==> src/rtl/snd_clk_pkg.sv <==
// Shared types and constants for the audio bit/frame clock generator.
// Config fields are sized to fixed maxima so one struct serves every DIV_W/SLOT_W choice.
package snd_clk_pkg;

    localparam int MAX_DIV_W  = 16;
    localparam int MAX_SLOT_W = 16;

    localparam logic MODE_PCM = 1'b0;
    localparam logic MODE_DSD = 1'b1;

    localparam int unsigned DEFAULT_HALF_DIV  = 0;
    localparam int unsigned DEFAULT_SLOT_BITS = 31;
    localparam bit          DEFAULT_MODE      = 1'b0;

    typedef struct packed {
        logic [MAX_DIV_W-1:0]  half_div;
        logic [MAX_SLOT_W-1:0] slot_bits;
        logic                  mode;
    } snd_cfg_t;

    typedef enum logic {
        ST_IDLE = 1'b0,
        ST_RUN  = 1'b1
    } run_state_e;

    function automatic snd_cfg_t make_cfg(input int unsigned half_div,
                                          input int unsigned slot_bits,
                                          input logic        mode);
        snd_cfg_t c;
        c.half_div  = MAX_DIV_W'(half_div);
        c.slot_bits = MAX_SLOT_W'(slot_bits);
        c.mode      = mode;
        return c;
    endfunction

endpackage

==> src/rtl/snd_clkgen_if.sv <==
// Control/status bundle of the clock generator: enable, config request and the generated clocks/strobes.
interface snd_clkgen_if #(
    parameter int DIV_W  = 8,
    parameter int SLOT_W = 6
);
    logic              en;
    logic              cfg_load;
    logic [DIV_W-1:0]  cfg_half_div;
    logic [SLOT_W-1:0] cfg_slot_bits;
    logic              cfg_mode;
    logic              cfg_busy;
    logic              bclk;
    logic              lrclk;
    logic              bclk_rise;
    logic              bclk_fall;
    logic              frame_start;

    modport master (
        output en, cfg_load, cfg_half_div, cfg_slot_bits, cfg_mode,
        input  cfg_busy, bclk, lrclk, bclk_rise, bclk_fall, frame_start
    );

    modport slave (
        input  en, cfg_load, cfg_half_div, cfg_slot_bits, cfg_mode,
        output cfg_busy, bclk, lrclk, bclk_rise, bclk_fall, frame_start
    );

endinterface

==> src/rtl/snd_clkgen_cfg.sv <==
// Double-buffered configuration: a pending slot loaded on request and an active slot
// updated only at frame boundaries (or at once while the generator is stopped).
module snd_clkgen_cfg
    import snd_clk_pkg::*;
#(
    parameter int unsigned DEF_HALF_DIV  = DEFAULT_HALF_DIV,
    parameter int unsigned DEF_SLOT_BITS = DEFAULT_SLOT_BITS,
    parameter bit          DEF_MODE      = DEFAULT_MODE
) (
    input  logic     clk_i,
    input  logic     rst_n_i,
    input  logic     en_i,
    input  logic     load_i,
    input  logic     apply_i,
    input  snd_cfg_t req_i,
    output logic     busy_o,
    output snd_cfg_t active_o
);

    localparam snd_cfg_t RESET_CFG = make_cfg(DEF_HALF_DIV, DEF_SLOT_BITS, DEF_MODE);

    snd_cfg_t pend_q, pend_d;
    snd_cfg_t active_q, active_d;
    logic     busy_q, busy_d;

    // A load seen while busy is dropped so the first requested config is the one applied.
    always_comb begin
        pend_d   = pend_q;
        active_d = active_q;
        busy_d   = busy_q;
        if (!en_i) begin
            if (busy_q) begin
                active_d = pend_q;
                busy_d   = 1'b0;
            end else if (load_i) begin
                active_d = req_i;
            end
        end else if (apply_i && busy_q) begin
            active_d = pend_q;
            busy_d   = 1'b0;
        end else if (load_i && !busy_q) begin
            pend_d = req_i;
            busy_d = 1'b1;
        end
    end

    always_ff @(posedge clk_i or negedge rst_n_i) begin
        if (!rst_n_i) begin
            pend_q   <= RESET_CFG;
            active_q <= RESET_CFG;
            busy_q   <= 1'b0;
        end else begin
            pend_q   <= pend_d;
            active_q <= active_d;
            busy_q   <= busy_d;
        end
    end

    assign busy_o   = busy_q;
    assign active_o = active_q;

endmodule

==> src/rtl/snd_clkgen.sv <==
// Audio BCLK/LRCLK generator running on MCLK, with registered MCLK-domain edge and frame strobes.
// Config swaps land on frame boundaries, where every counter is already back at zero.
module snd_clkgen
    import snd_clk_pkg::*;
#(
    parameter int          DIV_W         = 8,
    parameter int          SLOT_W        = 6,
    parameter int unsigned DEF_HALF_DIV  = DEFAULT_HALF_DIV,
    parameter int unsigned DEF_SLOT_BITS = DEFAULT_SLOT_BITS,
    parameter bit          DEF_MODE      = DEFAULT_MODE
) (
    input  logic         mclk_i,
    input  logic         mrst_n_i,
    snd_clkgen_if.slave  bus
);

    run_state_e        state_q, state_d;
    logic [DIV_W-1:0]  hcnt_q, hcnt_d;
    logic [SLOT_W-1:0] bcnt_q, bcnt_d;
    logic              bclk_q, bclk_d;
    logic              lrclk_q, lrclk_d;
    logic              rise_q, rise_d;
    logic              fall_q, fall_d;
    logic              fs_q, fs_d;
    logic              hwrap;
    logic              slot_end;
    logic              busy;
    snd_cfg_t          req;
    snd_cfg_t          active;

    assign req = '{half_div:  MAX_DIV_W'(bus.cfg_half_div),
                   slot_bits: MAX_SLOT_W'(bus.cfg_slot_bits),
                   mode:      bus.cfg_mode};

    snd_clkgen_cfg #(
        .DEF_HALF_DIV (DEF_HALF_DIV),
        .DEF_SLOT_BITS(DEF_SLOT_BITS),
        .DEF_MODE     (DEF_MODE)
    ) u_cfg (
        .clk_i   (mclk_i),
        .rst_n_i (mrst_n_i),
        .en_i    (bus.en),
        .load_i  (bus.cfg_load),
        .apply_i (fs_d),
        .req_i   (req),
        .busy_o  (busy),
        .active_o(active)
    );

    always_comb begin
        state_d  = state_q;
        hcnt_d   = hcnt_q;
        bcnt_d   = bcnt_q;
        bclk_d   = bclk_q;
        lrclk_d  = lrclk_q;
        rise_d   = 1'b0;
        fall_d   = 1'b0;
        fs_d     = 1'b0;
        hwrap    = 1'b0;
        slot_end = 1'b0;
        if (!bus.en) begin
            state_d = ST_IDLE;
            hcnt_d  = '0;
            bcnt_d  = '0;
            bclk_d  = 1'b0;
            lrclk_d = 1'b0;
        end else begin
            state_d  = ST_RUN;
            hwrap    = (MAX_DIV_W'(hcnt_q) == active.half_div);
            hcnt_d   = hwrap ? '0 : hcnt_q + DIV_W'(1);
            bclk_d   = bclk_q ^ hwrap;
            rise_d   = hwrap & ~bclk_q;
            fall_d   = hwrap & bclk_q;
            slot_end = fall_d & (MAX_SLOT_W'(bcnt_q) == active.slot_bits);
            if (fall_d) begin
                bcnt_d = slot_end ? '0 : bcnt_q + SLOT_W'(1);
            end
            if (active.mode == MODE_DSD) begin
                lrclk_d = 1'b0;
                fs_d    = slot_end;
            end else begin
                lrclk_d = lrclk_q ^ slot_end;
                fs_d    = slot_end & lrclk_q;
            end
            // The first enabled edge of a run always opens a frame on the left channel.
            if (state_q == ST_IDLE) begin
                lrclk_d = 1'b0;
                fs_d    = 1'b1;
            end
        end
    end

    always_ff @(posedge mclk_i or negedge mrst_n_i) begin
        if (!mrst_n_i) begin
            state_q <= ST_IDLE;
            hcnt_q  <= '0;
            bcnt_q  <= '0;
            bclk_q  <= 1'b0;
            lrclk_q <= 1'b0;
            rise_q  <= 1'b0;
            fall_q  <= 1'b0;
            fs_q    <= 1'b0;
        end else begin
            state_q <= state_d;
            hcnt_q  <= hcnt_d;
            bcnt_q  <= bcnt_d;
            bclk_q  <= bclk_d;
            lrclk_q <= lrclk_d;
            rise_q  <= rise_d;
            fall_q  <= fall_d;
            fs_q    <= fs_d;
        end
    end

    assign bus.cfg_busy    = busy;
    assign bus.bclk        = bclk_q;
    assign bus.lrclk       = lrclk_q;
    assign bus.bclk_rise   = rise_q;
    assign bus.bclk_fall   = fall_q;
    assign bus.frame_start = fs_q;

endmodule

==> src/flat_wrapper.sv <==
// flat-port wrapper written by rule: the top's interface ports become plain ports
module snd_clkgen_flat import snd_clk_pkg::*;
#(
    parameter int          DIV_W         = 8,
    parameter int          SLOT_W        = 6,
    parameter int unsigned DEF_HALF_DIV  = DEFAULT_HALF_DIV,
    parameter int unsigned DEF_SLOT_BITS = DEFAULT_SLOT_BITS,
    parameter bit          DEF_MODE      = DEFAULT_MODE
)
  (mclk_i, mrst_n_i, bus_en, bus_cfg_load, bus_cfg_half_div, bus_cfg_slot_bits, bus_cfg_mode, bus_cfg_busy, bus_bclk, bus_lrclk, bus_bclk_rise, bus_bclk_fall, bus_frame_start);
  snd_clkgen_if #(.DIV_W(DIV_W), .SLOT_W(SLOT_W)) bus_i ();
  input  logic mclk_i;
  input  logic mrst_n_i;
  input wire logic [$bits(bus_i.en)-1:0] bus_en;
  input wire logic [$bits(bus_i.cfg_load)-1:0] bus_cfg_load;
  input wire logic [$bits(bus_i.cfg_half_div)-1:0] bus_cfg_half_div;
  input wire logic [$bits(bus_i.cfg_slot_bits)-1:0] bus_cfg_slot_bits;
  input wire logic [$bits(bus_i.cfg_mode)-1:0] bus_cfg_mode;
  output wire logic [$bits(bus_i.cfg_busy)-1:0] bus_cfg_busy;
  output wire logic [$bits(bus_i.bclk)-1:0] bus_bclk;
  output wire logic [$bits(bus_i.lrclk)-1:0] bus_lrclk;
  output wire logic [$bits(bus_i.bclk_rise)-1:0] bus_bclk_rise;
  output wire logic [$bits(bus_i.bclk_fall)-1:0] bus_bclk_fall;
  output wire logic [$bits(bus_i.frame_start)-1:0] bus_frame_start;
  assign bus_i.en = bus_en;
  assign bus_i.cfg_load = bus_cfg_load;
  assign bus_i.cfg_half_div = bus_cfg_half_div;
  assign bus_i.cfg_slot_bits = bus_cfg_slot_bits;
  assign bus_i.cfg_mode = bus_cfg_mode;
  assign bus_cfg_busy = bus_i.cfg_busy;
  assign bus_bclk = bus_i.bclk;
  assign bus_lrclk = bus_i.lrclk;
  assign bus_bclk_rise = bus_i.bclk_rise;
  assign bus_bclk_fall = bus_i.bclk_fall;
  assign bus_frame_start = bus_i.frame_start;
  snd_clkgen #(.DIV_W(DIV_W), .SLOT_W(SLOT_W), .DEF_HALF_DIV(DEF_HALF_DIV), .DEF_SLOT_BITS(DEF_SLOT_BITS), .DEF_MODE(DEF_MODE)) u_core (.mclk_i(mclk_i), .mrst_n_i(mrst_n_i), .bus(bus_i));
endmodule
==> config.mk <==
export PLATFORM = sky130hd
export DESIGN_NAME = snd_clkgen_flat
export DESIGN_NICKNAME = d
export VERILOG_FILES = /design/src/rtl/snd_clk_pkg.sv /design/src/rtl/snd_clkgen_if.sv /design/src/rtl/snd_clkgen_cfg.sv /design/src/rtl/snd_clkgen.sv /design/src/flat_wrapper.sv
export SDC_FILE = /design/constraint.sdc
export NUM_CORES = 1
export LEC_CHECK = 0
export ABC_AREA = 1
export BUFFER_PORTS_ARGS = -buffer_cell sky130_fd_sc_hd__buf_2
export CAP_MARGIN = 20
export CORE_MARGIN = 2
export CORE_UTILIZATION = 60
export CTS_BUF_LIST = sky130_fd_sc_hd__clkbuf_8
export DETAILED_ROUTE_END_ITERATION = 6
export HOLD_SLACK_MARGIN = 0.1
export PLACE_DENSITY = 0.81
export RECOVER_POWER = 25
export SLEW_MARGIN = 0
export SYNTH_ARGS = -nofsm -noshare
export SYNTH_HDL_FRONTEND = slang
export SYNTH_SLANG_ARGS = --single-unit
==> constraint.sdc <==
create_clock -name mclk_i -period 7.2 [get_ports mclk_i]
set_clock_uncertainty 0.1 [all_clocks]
set_input_delay 0.36 -clock mclk_i [delete_from_list [all_inputs] [get_ports mclk_i]]
set_output_delay 0.36 -clock mclk_i [all_outputs]
set_load 0.005 [all_outputs]
==> summary.txt <==
Drt
  • Routed vias/inst: 4.93
  • DRT antenna net count: 0
  • # DRC: 0
  • Routed wire length: 4.28 mm
  • Iteration-0 DRC Markers: 95
  • DRT Pass-1 Iters: 4
  • DR WL/cell: 11.1 um
  • Vias: 1899

Power
  • Leakage: 1.47 nW
  • Power Total: 0.660 mW
  • Peak VDD IR: 0.000127 V
  • Cell Pwr Density: 237 mW/mm^2

Flow run
  • MaxCap Viol Count: 1

Cells and area
  • Area delta synth->final: 10.5%
  • Nets: 358
  • Commonest non-fill, non-tap cells in the layout: nand2_1 (76), inv_1 (42), dfrtp_1 (41)
  • Share of layout cells above drive strength 1: 0.146
  • Finished Core Util: 0.692
  • Layout fillers: 342
  • Fin cells: 385
  • Commonest non-fill, non-tap cell in the layout: nand2_1
  • Post-layout instance area: 0.00279 mm^2
  • Antenna diodes: 0

STA
  • Slew Viols, Final: 52
  • TNS Setup: 0 ps
  • Final Setup Violations: 0
  • Crit path time final: 3130 ps
  • Period Utilization, post-route: 0.434
  • Slew margin rel.: -0.776
  • Slew @ Worst Pin: 2660 ps
  • RSZ-0062 raised after global routing: no
  • Hold Violations, Final: 0
  • F_max: 320 MHz

Global route
  • First-pass GRT wire length: 7.34 mm
  • Antenna violations before repair: 0
  • Overflow after GRT: 0
  • Total GRT Usage: 0.209
  • Number of global-route vias before repair: 1698
  • Largest net degree at the start of global routing: 52

Setup path
  • CP bufs+invs: 3
  • Startpoint Class: primary input
  • Worst path cell trace: dlygate4sd3_1 > buf_2 > clkbuf_1
  • CP top delay family: buffers and inverters
  • Crit path largest cell delay: 1880 ps
  • Worst setup EP type: async pin
  • Crit-path max FO: 51
  • R2R setup slack: 4620 ps
  • WS Path Type: in2async
  • Slowest cell on the critical path: clkbuf_1
  • CP arrival: 2880 ps
  • Critical Path RT: 6950 ps

Clock network
  • CTS buffer count: 5
  • Clk buf depth: 2
  • Clock slew at reported path FFs: 90 ps
  • H-tree depth: 2
  • Later-pin clock latency in the skew report: 300 ps
  • CTS root buf: clkbuf_8
  • Post-CTS setup buffer count: 0
  • CTS tree: done
  • Clk sinks: 51

Synthesis
  • Synth unique cells: 25
  • Seq/Total Area, Yosys: 0.510
  • Post-Synth XOR/XNOR Area: 0.0486
  • Top FF cell, synth: dfrtp_1
  • Syn Inst Count: 310
  • Ys async rst share: 1.00
  • Adder-Cell Fraction of Synth Area: 0.0248
  • Number of enable flip-flop cells after synthesis: 0
  • Syn Area/Cell: 8.14 um^2
  • Post-synthesis mux area share: 0
  • Largest family of logic cells by synthesized area: simple AND/OR/NAND/NOR gates
  • Area leader, netlist: dfrtp_1
  • Complex-gate fraction of the synthesized area: 0.0793
  • Post-Synth Simple-Gate Area: 0.252
  • Cell area after synthesis: 0.00252 mm^2
  • Yosys warns: 0
  • Synth Register Bits: 51
  • Synthesized Nets: 334
  • Area contributors post-synth: dfrtp_1 (41%), nand2_1 (11%), dfstp_2 (10%), inv_1 (6.2%), nor2_1 (4.9%)
  • Yosys top cell area share: 0.406

Worst hold path
  • Hold/Removal Path Class: in2reg

Floorplanning
  • # IOs: 25
  • Die X: 68.9 um
  • Initial Util: 0.627
  • Die height: 68.9 um
  • Core Region: 0.00403 mm^2
  • Rows: 23
  • Die Area: 0.00474 mm^2

Placed design
  • DP Cell Count: 376
  • Final HPWL DP: 3.06 mm
  • Post-DP Area: 0.00267 mm^2
  • Port Buffer Count: 24
  • Placer Congestion: 0.834

Outcome
  • Status: complete, but fails checks
  • Failing checks: capacitance limit, slew limit
## area by class of cell
class	instances	area (um^2)	area share
inverter	44	165	0.0592
sequential	51	1290	0.462
multi-input combinational	205	1020	0.366
clock buffer	5	68.8	0.0247
clock inverter	3	43.8	0.0157
tap	50	62.6	0.0224
timing repair buffer	27	139	0.0498
## cell families (layout without fill, tap and decap cells)
group,count (synthesis),count (layout)
AND/OR/NAND/NOR,147,147
buffers and inverters,54,79
XOR/XNOR,14,14
flip-flops,51,51
adder cells (fa/ha/maj),5,5
AO/OA/AOI/OAI,39,39
## worst reg2reg max path, stage by stage, from the launching register on
cell and delay [ps]:
dfrtp_1 410, or2_2 300, nand3_1 80, nor3_1 40
nand3_1 80, inv_1 70, ha_1 220, nand4_2 120
inv_1 60, ha_1 180, o21ai_0 220, inv_1 80
nand3_2 90, nand2_4 120, nand2_4 190, nand2_1 90
nand2_1 60
## state kept, by name, summed over array words and instances, names as in the netlist
name / cells
u_core.u_cfg.busy_o: 1
u_core.bus.lrclk: 1
u_core.bcnt_q: 6
u_core.u_cfg.active_o: 15
u_core.bus.bclk: 1
u_core.bus.frame_start: 1
u_core.hcnt_q: 8
u_core.u_cfg.pend_q: 15
u_core.bus.bclk_rise: 1
u_core.state_q: 1
u_core.bus.bclk_fall: 1
## through the flow
stage | setup WS [ps] | hold WS (ps)
2_1_floorplan | 4880 | -35.6
3_3_place_gp | 4750 | 345
3_5_place_dp | 4670 | 354
4_1_cts | 4620 | 186
5_1_grt | 3420 | 183
6_report | 4070 | 192
## synthesized netlist by cell type (2+ instances only)
library cell	instances
inv_2	2
o21ai_0	18
dfstp_2	10
nor3_1	5
nand3_1	24
nand2_4	2
nand2_1	76
xnor2_1	6
inv_1	42
and3b_1	2
clkbuf_1	7
ha_1	5
dfrtp_1	41
nor2_1	33
o22ai_1	4
a21oi_1	17
xor2_1	8
## power breakdown
part           switching (mW)  internal, mW  leakage (nW)
registers              0.0220         0.330         0.622
clock network          0.0937         0.103        0.0581
logic                  0.0662        0.0438         0.793
total                   0.182         0.478          1.47
## final timing paths
kind | depth (start not counted) | endpoint | start
worst max-delay path | 3 | u_core.u_cfg.active_o[0]$_DFFE_PN0P_ | mrst_n_i
worst min-delay path | 3 | u_core.u_cfg.pend_q[4]$_DFFE_PN1P_ | bus_cfg_slot_bits[3]
worst max register to register | 16 | u_core.u_cfg.active_o[6]$_DFFE_PN0P_ | u_core.u_cfg.active_o[24]$_DFFE_PN0P_
worst min register to register | 1 | u_core.hcnt_q[0]$_DFF_PN0_ | u_core.hcnt_q[0]$_DFF_PN0_
max in group mclk_i | 16 | u_core.u_cfg.active_o[6]$_DFFE_PN0P_ | u_core.u_cfg.active_o[24]$_DFFE_PN0P_
min in group asynchronous | 3 | u_core.bus.frame_start$_DFF_PN0_ | mrst_n_i
## routing by layer
| layer | vias up | wire length (um) | global-route usage |
|---|---|---|---|
| met5 | - | 0 | 0 |
| met1 | 845 | 2150 | 0.294 |
| met2 | 32 | 1890 | 0.317 |
| met3 | 7 | 166 | 0.0438 |
| li1 | 1015 | - | - |
| met4 | 0 | 68 | 0.0858 |
## what timing repair did
action,in CTS,in global routing
hold buffers,1,0
hold endpoints to repair,41,0
resized for setup,0,0
(Power assumes the default switching activity.)
